<file path="config.mk">
export PLATFORM = sky130hd
export DESIGN_NAME = memory_arbiter
export DESIGN_NICKNAME = d
export VERILOG_FILES = /design/src/rtl/memory_arbiter_pkg.sv /design/src/rtl/memory_io.sv /design/src/rtl/memory_arbiter_pick.sv /design/src/rtl/memory_arbiter.sv
export SDC_FILE = /design/constraint.sdc
export NUM_CORES = 1
export LEC_CHECK = 0
export ABC_CLOCK_PERIOD_IN_PS = 2300
export CAP_MARGIN = 40
export CELL_PAD_IN_SITES_DETAIL_PLACEMENT = 1
export CELL_PAD_IN_SITES_GLOBAL_PLACEMENT = 1
export CORE_MARGIN = 1
export CORE_UTILIZATION = 11
export DETAILED_ROUTE_END_ITERATION = 12
export PLACE_DENSITY = 0.92
export REMOVE_ABC_BUFFERS = 1
export SLEW_MARGIN = 20
export SYNTH_ARGS = -nofsm -noshare
export SYNTH_HDL_FRONTEND = slang
export SYNTH_SLANG_ARGS = --single-unit
</file>
<file path="constraint.sdc">
create_clock -name clk -period 2.3 [get_ports clk]
set_input_delay 0.575 -clock clk [delete_from_list [all_inputs] [get_ports clk]]
set_output_delay 0.575 -clock clk [all_outputs]
set_load 0.02 [all_outputs]
</file>
<file path="src/rtl/memory_arbiter_pkg.sv">
// Shared types and the winner-select helper for memory_arbiter.
package memory_arbiter_pkg;

  typedef enum logic {ARB_IDLE, ARB_WAIT} arb_state_t;
  typedef enum logic {PORT_FETCH, PORT_DATA} arb_port_t;

  // Single requester wins outright; a tie goes to tie_winner
  function automatic arb_port_t arb_pick(input logic fetch_present,
                                         input logic data_present,
                                         input arb_port_t tie_winner);
    if (fetch_present && data_present) return tie_winner;
    if (data_present) return PORT_DATA;
    return PORT_FETCH;
  endfunction

endpackage

</file>
<file path="src/rtl/memory_io.sv">
// Memory port payload types shared by the core and the memory instance.
package memory_io;

  localparam int unsigned MEM_ADDR_W = 32;
  localparam int unsigned MEM_DATA_W = 32;
  localparam int unsigned MEM_BYTES  = MEM_DATA_W / 8;

  typedef struct packed {
    logic                  valid;
    logic [MEM_ADDR_W-1:0] addr;
    logic [MEM_DATA_W-1:0] data;
    logic [MEM_BYTES-1:0]  do_read;
    logic [MEM_BYTES-1:0]  do_write;
  } memory_io_req;

  typedef struct packed {
    logic                  valid;
    logic [MEM_DATA_W-1:0] data;
  } memory_io_rsp;

  localparam memory_io_req memory_io_no_req = '0;
  localparam memory_io_rsp memory_io_no_rsp = '0;

  // True when any byte lane is enabled
  function automatic logic is_any_byte(input logic [MEM_BYTES-1:0] be);
    return |be;
  endfunction

endpackage

</file>
<file path="src/rtl/memory_arbiter_pick.sv">
// Combinational winner select between fetch and data ports.
// MEMORY_ARBITER_RR_EN: ties alternate against last_grant; otherwise fixed by fetch_priority.
module memory_arbiter_pick
  import memory_arbiter_pkg::*;
#(
  parameter bit fetch_priority = 1'b1
) (
  input  logic      fetch_present,
  input  logic      data_present,
  input  arb_port_t last_grant,
  output arb_port_t winner
);

  arb_port_t tie_winner;

`ifdef MEMORY_ARBITER_RR_EN
  localparam bit unused_fetch_priority = fetch_priority;
  // Round-robin: the port that did not win last time takes the tie
  assign tie_winner = (last_grant == PORT_FETCH) ? PORT_DATA : PORT_FETCH;
`else
  logic unused_last_grant;
  assign unused_last_grant = last_grant;
  // Fixed priority: tie goes to the configured port
  assign tie_winner = fetch_priority ? PORT_FETCH : PORT_DATA;
`endif

  assign winner = arb_pick(fetch_present, data_present, tie_winner);

endmodule

</file>
<file path="src/rtl/memory_arbiter.sv">
// Shares one memory port between fetch and load/store, one transaction outstanding.
// Optional MEMORY_ARBITER_RR_EN selects round-robin tie breaking.
module memory_arbiter
  import memory_io::*;
  import memory_arbiter_pkg::*;
#(
  parameter bit          fetch_priority = 1'b1,
  parameter int unsigned rsp_timeout    = 16
) (
  input  logic         clk,
  input  logic         reset,
  input  memory_io_req fetch_req,
  output logic         fetch_ready,
  output memory_io_rsp fetch_rsp,
  input  memory_io_req data_req,
  output logic         data_ready,
  output memory_io_rsp data_rsp,
  output memory_io_req mem_req,
  input  memory_io_rsp mem_rsp,
  output logic         err_timeout,
  output logic         err_stray_rsp
);

  localparam int unsigned CNT_W      = (rsp_timeout == 0) ? 1 : $clog2(rsp_timeout + 1);
  localparam bit          TIMEOUT_EN = (rsp_timeout != 0);
  localparam logic [CNT_W-1:0] CNT_LAST = CNT_W'((rsp_timeout == 0) ? 0 : rsp_timeout - 1);
  localparam logic [CNT_W-1:0] CNT_MAX  = '1;

  arb_state_t       state;
  arb_port_t        owner;
  arb_port_t        pick_last;
  arb_port_t        winner;
  logic [CNT_W-1:0] cnt;
  logic             fetch_present;
  logic             data_present;
  logic             grant;

`ifdef MEMORY_ARBITER_RR_EN
  arb_port_t last_grant;
  assign pick_last = last_grant;
`else
  assign pick_last = PORT_DATA;
`endif

  assign fetch_present = fetch_req.valid &&
                         (is_any_byte(fetch_req.do_read) || is_any_byte(fetch_req.do_write));
  assign data_present  = data_req.valid &&
                         (is_any_byte(data_req.do_read) || is_any_byte(data_req.do_write));

  // A new request can issue from IDLE or in the cycle the outstanding response returns
  assign grant = !reset && (fetch_present || data_present) &&
                 ((state == ARB_IDLE) || (mem_rsp.valid == 1'b1));

  memory_arbiter_pick #(
    .fetch_priority (fetch_priority)
  ) u_pick (
    .fetch_present (fetch_present),
    .data_present  (data_present),
    .last_grant    (pick_last),
    .winner        (winner)
  );

  // Request issue, response routing and timeout pulse
  always_comb begin
    fetch_ready = 1'b0;
    data_ready  = 1'b0;
    mem_req     = memory_io_no_req;
    fetch_rsp   = memory_io_no_rsp;
    data_rsp    = memory_io_no_rsp;
    err_timeout = 1'b0;
    if (!reset) begin
      if (state == ARB_WAIT && mem_rsp.valid) begin
        if (owner == PORT_FETCH) fetch_rsp = mem_rsp;
        else                     data_rsp  = mem_rsp;
      end
      if (grant) begin
        if (winner == PORT_FETCH) begin
          fetch_ready = 1'b1;
          mem_req     = fetch_req;
        end else begin
          data_ready = 1'b1;
          mem_req    = data_req;
        end
      end
      if (TIMEOUT_EN && state == ARB_WAIT && !mem_rsp.valid && cnt == CNT_LAST)
        err_timeout = 1'b1;
    end
  end

  // State, owner, timeout counter and sticky stray flag
  always_ff @(posedge clk) begin
    if (reset) begin
      state         <= ARB_IDLE;
      owner         <= PORT_FETCH;
      cnt           <= '0;
      err_stray_rsp <= 1'b0;
`ifdef MEMORY_ARBITER_RR_EN
      last_grant    <= PORT_DATA;
`endif
    end else begin
      if (state == ARB_IDLE && mem_rsp.valid) err_stray_rsp <= 1'b1;
      if (grant) begin
        state <= ARB_WAIT;
        owner <= winner;
        cnt   <= '0;
`ifdef MEMORY_ARBITER_RR_EN
        last_grant <= winner;
`endif
      end else if (state == ARB_WAIT) begin
        if (mem_rsp.valid || err_timeout) begin
          state <= ARB_IDLE;
          cnt   <= '0;
        end else if (cnt != CNT_MAX) begin
          cnt <= cnt + CNT_W'(1);
        end
      end
    end
  end

endmodule

</file>
==> out/qor.yml, run 1 <==
worst_setup_path:
  regToRegEndpoint: "owner"
  cp.required_ns: 1.73
  worstSetupPathType: "in2out"
  cp.arrival_ns: 2.21
  rrSetupSlack_ns: 0.13
  r2r-start: "state"
  r2r_cells: 11
  worstSetupStartpointType: "input pin"
  endpoint_kind: "output pin"
  crit_fanout: 6
clock_network:
  numCtsBuffers: 3
  htree_levels: 1
  cts_num_sinks: 8
  clkTransAtPathRegs_ns: 0.04
  clk_path_buf_depth: 2
  hold_buffers: 0
  ctsRootBufferMaster: "clkbuf_16"
  worstSkewPairLatency_ns: 0.23
  tritoncts: "built"
status:
  status: "finished, violations left"
  violations: "negative setup slack"
die:
  coreArea_sq_mm: 0.0146
  dieArea_sq_mm: 0.0156
  rows: 44
  die_w_um: 125
  start_util_pct: 11.4
  die_h_um: 125
  pin_count: 324
hold_path:
  hp-start: "cnt[3]"
  hold_path_depth: 2
  worstHoldEndpoint: "cnt[3]"
  hp-class: "reg2reg"
power:
  intPower_mw: 1.05
  combPwrFrac_pct: 71.6
  p_clk_share_pct: 18.9
  leakage_nw: 2.92
  seq_power_share_pct: 9.4
  p_per_area_mw_per_mm2: 248
  irDropWorstVdd_mv: 0.276
  switching_power_mw: 0.524
  swShare_pct: 33.2
place:
  place_hpwl_mm: 11.6
  port_buffers: 323
  globalplace.congestion: 0.857
sta:
  layout_setup_ws_ns: -0.489
  relSlewSlack_pct: 81.5
  rsz0062_at_grt: "true"
  fmax_mhz: 359
  min_period_ns: 2.79
  setup_tns_ns: -28.97
  hold_viol_final: 0
  setup_viol: 75
  timing.hold.ws_ns: 0.489
  slew_viol_final: 0
  worst_pin_slew_ns: 0.275
  worst_clock_skew_ns: 0.00326
  post-route-period-util_pct: 121
yosys:
  synth_area_sq_mm: 0.00166
  ys_warn_count: 0
  syn_avg_cell_area_sq_um: 7.63
  yosysUniqueCellTypes: 27
  synth_cells: 217
  ys_ff_latch: 8
  yosysTopAreaCell: "a22o_1"
  synthDominantCellAreaShare_pct: 38.1
  synth_area_leaders: "a22o_1 (38%), and2_1 (25%), dfxtp_1 (9.7%), buf_6 (4.1%), buf_2 (2.4%)"
  ys_seq_area_share_pct: 9.67
routing:
  drtPass1Iterations: 4
  routed_wirelength_mm: 17.6
  ant_nets: 0
  drt_iter0_markers: 82
  routedWlPerCell_um: 22.4
  vias: 3482
  drc: 0
  viasPerCell: 4.43
grt:
  use_met2_pct: 40.0
  grt_pass1_wl_mm: 24.9
  grt_pass1_vias: 3813
  busiest_layer: "met2"
  grt_overflow_total: 0
  grtUsageMet3_pct: 2.58
  met1_usage_pct: 24.6
  grt_max_degree: 18
  antenna_found_initial: 1
  gr-usage-all-layers_pct: 21.0
flow_run:
  maxCapViolCount: 0
finish:
  layout-area-overhead-vs-synth_pct: 285
  final_nets: 787
  utilization_pct: 43.7
  drive_gt1_share_pct: 47.8
flip-flops by register name (all words and copies together), names as in the netlist:
register,count
cnt,5
err_stray_rsp,1
owner,1
state,1
worst max-delay path, cell delays in order:
cell and delay (ns):
buf_6 0.10, nor4_4 0.32, a2111o_1 0.28, inv_4 0.05, buf_6 0.12, buf_6 0.12
buf_12 0.13, buf_16 0.13, a22o_4 0.25, buf_6 0.13
logic make-up after synthesis:
| family | synth area share (%) |
|---|---|
| flip-flops | 9.67 |
| multiplexers | 0.604 |
| AO/OA/AOI/OAI | 45.4 |
| AND/OR/NAND/NOR | 32.4 |
| buffers and inverters | 9.67 |
| adder cells (fa/ha/maj) | 2.27 |
layer usage:
| metal | wire length (um) | part of all wire [%] | up-vias |
|---|---|---|---|
| met5 | 0 | 0 | - |
| met4 | 269 | 1.5 | 0 |
| met1 | 6810 | 39 | 1723 |
| met2 | 9730 | 55 | 139 |
| met3 | 813 | 4.6 | 18 |
| li1 | - | - | 1602 |
power by group through the flow:
| stage | Clock (mW) | Sequential [mW] | Combinational, mW |
|---|---|---|---|
| 2_1_floorplan | 0 | 0.151 | 0.270 |
| 3_3_place_gp | 0 | 0.149 | 0.859 |
| 3_5_place_dp | 0 | 0.150 | 0.879 |
| 4_1_cts | 0.305 | 0.149 | 1.09 |
| 5_1_grt | 0.309 | 0.149 | 1.18 |
| 6_report | 0.298 | 0.149 | 1.13 |
area by class of cell:
class                   instances  area [sq um]
repair buffers                402          4280
flip-flops and latches          8           160
multi-input cells             182          1600
fillers                      1614          8220
diodes                          1          2.50
inverters                       6          25.0
clock buffers                   3          75.1
well taps                     184           230
layout by cell type, fill, tap and decap left out, drive strengths merged, types with 4 or more instances in the layout:
cell type      netlist  layout
clkbuf               6       8
inv                  6       6
a22o                72      72
a21oi                6       6
buf                 15     233
nor4                 4       4
clkdlybuf4s50        0     161
and2                65      65
nor2                 5       5
dfxtp                8       8
stage by stage:
stage / std cells / setup WS (ns) / area, sq um / power, mW
after global routing: 786 / -0.565 / 6370 / 1.63
after CTS: 783 / -0.515 / 6190 / 1.55
final: 786 / -0.489 / 6370 / 1.58
after floorplan: 196 / -2.34 / 1520 / 0.421
after global placement: 732 / -1.22 / 5260 / 1.01
after detailed placement: 732 / -1.25 / 5260 / 1.03
timing repair:
action | 4_1_cts | 5_1_grt
buffers inserted | 33 | 10
gates cloned | 16 | 3
endpoints found under the setup margin | 142 | 143
pin swaps | 68 | 28
gates resized for setup | 878 | 59
how the worst max path moves through the flow:
| stage | start | endpoint |
|---|---|---|
| after floorplan | data_req[5] | mem_req[0] |
| after global placement | fetch_req[4] | mem_req[44] |
| after detailed placement | fetch_req[4] | mem_req[44] |
| after CTS | fetch_req[7] | mem_req[50] |
| after global routing | fetch_req[0] | mem_req[54] |
| final | fetch_req[0] | mem_req[54] |
synth_stat cells:
library cell / instances
o21ai_0: 3
and2_1: 65
a2111oi_2: 1
nor3_1: 1
nand2b_1: 2
buf_4: 1
nand2_1: 3
nand3b_1: 2
buf_6: 6
ha_1: 3
nor4_1: 4
a22oi_1: 1
dfxtp_1: 8
inv_2: 1
a2111o_1: 2
nor2b_1: 3
inv_1: 5
a21oi_1: 6
buf_2: 8
and3_1: 3
nand3_1: 1
a22o_1: 72
clkbuf_1: 6
a211oi_1: 3
mux2i_1: 1
nor2_1: 5
a31o_2: 1
No activity file was read; power rests on OpenSTA's default activity.
==> inputs of run 2 (changes only) <==
--- a/config.mk
+++ b/config.mk
@@ -5,6 +5,7 @@
 export SDC_FILE = /design/constraint.sdc
 export NUM_CORES = 1
 export LEC_CHECK = 0
+export ABC_AREA = 1
 export ABC_CLOCK_PERIOD_IN_PS = 2300
 export CAP_MARGIN = 40
 export CELL_PAD_IN_SITES_DETAIL_PLACEMENT = 1
@@ -12,7 +13,7 @@
 export CORE_MARGIN = 1
 export CORE_UTILIZATION = 11
 export DETAILED_ROUTE_END_ITERATION = 12
-export PLACE_DENSITY = 0.92
+export PLACE_DENSITY = 0.87
 export REMOVE_ABC_BUFFERS = 1
 export SLEW_MARGIN = 20
 export SYNTH_ARGS = -nofsm -noshare
==> run 2 against run 1 <==
  * The flow still finishes with violations (negative setup slack)
  * Count of clock-buffer cells in the layout unchanged
  * Wire length increased by 5.7%
  * First-iteration DRC count increased by 23%
  * Critical path type unchanged
  * Critical endpoint unchanged
  * Largest power group unchanged
==> out/qor.yml, run 2 <==
finish:
  regMostFlops: "cnt"
  largest_reg_flops: 5
  layout-area-overhead-vs-synth_pct: 274
  diodes: 0
  final_common_cell: "clkdlybuf4s50_1"
  fin_cells: 1057
  final_nets: 1014
  drive_gt1_share_pct: 51.9
  postLayoutCellArea_sq_mm: 0.00752
  mostFrequentLayoutCells: "clkdlybuf4s50_1 (161), buf_6 (101), nand2_1 (85), nor2_1 (79), nand2_2 (69)"
  utilization_pct: 41.9
routing:
  ant_nets: 0
  routedWlPerCell_um: 17.6
  drtPass1Iterations: 4
  drt_iter0_markers: 101
  drc: 0
  vias: 4461
  routed_wirelength_mm: 18.6
  viasPerCell: 4.22
grt:
  antenna_found_initial: 0
  gr-usage-all-layers_pct: 18.1
  grt_pass1_wl_mm: 25.8
  grt_pass1_vias: 4698
  grt_overflow_total: 0
  grt_max_degree: 33
power:
  swShare_pct: 38.7
  seq_power_share_pct: 8.3
  power_mw: 1.88
  leakage_nw: 3.56
  irDropWorstVdd_mv: 0.194
  combPwrFrac_pct: 76.0
  p_per_area_mw_per_mm2: 250
  p_clk_share_pct: 15.7
  intPower_mw: 1.15
  switching_power_mw: 0.726
worst_setup_path:
  crit_fanout: 7
  cp.required_ns: 1.73
  worstSetupPathType: "in2out"
  endpoint_kind: "output pin"
  worstSetupStartpointType: "input pin"
  rrSetupSlack_ns: 0.47
  cp.arrival_ns: 1.88
sta:
  hold_viol_final: 0
  worst_pin_slew_ns: 0.415
  setup_tns_ns: -4.82
  fmax_mhz: 407
  worst_clock_skew_ns: 0.00216
  min_period_ns: 2.46
  slew_viol_final: 0
  post-route-period-util_pct: 107
  layout_setup_ws_ns: -0.159
  relSlewSlack_pct: 72.2
  setup_viol: 66
  rsz0062_at_grt: "true"
yosys:
  yosysUniqueCellTypes: 21
  yosysMostFrequentCell: "nand2_1"
  synth_area_sq_mm: 0.00201
  synth-edff-count: 0
  syn_avg_cell_area_sq_um: 4.64
  synthArstFlopShare_pct: 0
  ys_seq_area_share_pct: 7.95
  ys.flop_type: "dfxtp_1"
  synth_cells: 434
  synthTopCellsByCount: "nand2_1 (165), nor2_1 (90), nand3_1 (77)"
  synthDominantCellAreaShare_pct: 30.7
  yosysTopAreaCell: "nand2_1"
  synth_area_leaders: "nand2_1 (31%), nand3_1 (19%), nor2_1 (17%), inv_1 (8.2%), dfxtp_1 (8.0%)"
  ys_ff_latch: 8
  ys_warn_count: 0
status:
  status: "finished, violations left"
  violations: "negative setup slack"
die:
  rows: 49
  start_util_pct: 11.2
  pin_count: 324
  die_w_um: 137
  die_h_um: 137
  coreArea_sq_mm: 0.0180
  dieArea_sq_mm: 0.0189
flow_run:
  maxCapViolCount: 0
place:
  post_dp_cell_area_sq_mm: 0.00572
  dp_cells: 998
  place_hpwl_mm: 12.4
  port_buffers: 323
  globalplace.congestion: 0.819
clock_network:
  tritoncts: "built"
  hold_buffers: 0
  numCtsBuffers: 3
  clk_path_buf_depth: 2
  cts_num_sinks: 8
  worstSkewPairLatency_ns: 0.23
  clkTransAtPathRegs_ns: 0.04
  ctsRootBufferMaster: "clkbuf_16"
  htree_levels: 1
hold_path:
  hp-class: "reg2reg"
## run 2: final cells by class
cell class / count / area [sq um]
clock buffers: 3 / 75.1
fillers: 2149 / 10400
inverters: 49 / 213
multi-input cells: 349 / 2380
flip-flops and latches: 8 / 161
well taps: 229 / 287
repair buffers: 419 / 4400
## run 2: metrics by stage
stage | worst slack, ns | hold WS, ns
global placement | -0.934 | 0.510
detailed placement | -0.960 | 0.533
finish | -0.159 | 0.526
floorplan | -0.596 | 0.492
global route | -0.213 | 0.549
CTS | -0.248 | 0.544
## run 2: per-layer routing
metal,global-route usage (%),share of wire (%),up-vias
met5,0,0,-
met4,2.87,1.4,0
met3,2.91,7.3,12
met2,35.7,54,215
met1,20.4,37,2101
li1,-,-,2133
## run 2: cells by family (layout without fill, tap and decap cells)
logic type / count (synthesis) / in the layout / share of synthesized area, %
DFF: 8 / 8 / 7.95
xor gates and xnor gates: 1 / 1 / 0.435
buffers and inverters: 77 / 471 / 18.7
and+or+nand+nor: 337 / 337 / 68.6
adders and majority gates: 3 / 3 / 1.86
AOI/OAI and AO/OA: 8 / 8 / 2.42
## run 2: critical path: stages
cell      delay [ns]
buf_8           0.10
nor2_4          0.11
nand2_1         0.07
o21ai_2         0.13
bufinv_8        0.23
buf_12          0.13
buf_12          0.12
buf_16          0.14
nand3_2         0.07
nand2_2         0.07
buf_6           0.14
## run 2: timing repair
| action | CTS | global route |
|---|---|---|
| resized for setup | 838 | 192 |
| setup buffers | 42 | 5 |
| cloned | 18 | 1 |
| endpoints found under the setup margin | 142 | 136 |
| pin swaps | 79 | 78 |
## run 2: power groups by stage
| stage | Clock (mW) | Sequential [mW] | Combinational (mW) |
|---|---|---|---|
| after global routing | 0.306 | 0.156 | 1.51 |
| after floorplan | 0 | 0.157 | 0.326 |
| after detailed placement | 0 | 0.157 | 1.01 |
| after global placement | 0 | 0.156 | 0.998 |
| after CTS | 0.299 | 0.155 | 1.35 |
| final | 0.296 | 0.155 | 1.43 |
## run 2: path summary, 6_finish.rpt
kind,startpoint,to,cells after the start
worst max register to register,cnt[0],cnt[3],13
worst min register to register,err_stray_rsp,err_stray_rsp,2
worst max-delay path,data_req[7],mem_req[54],11
worst min-delay path,err_stray_rsp,err_stray_rsp,2
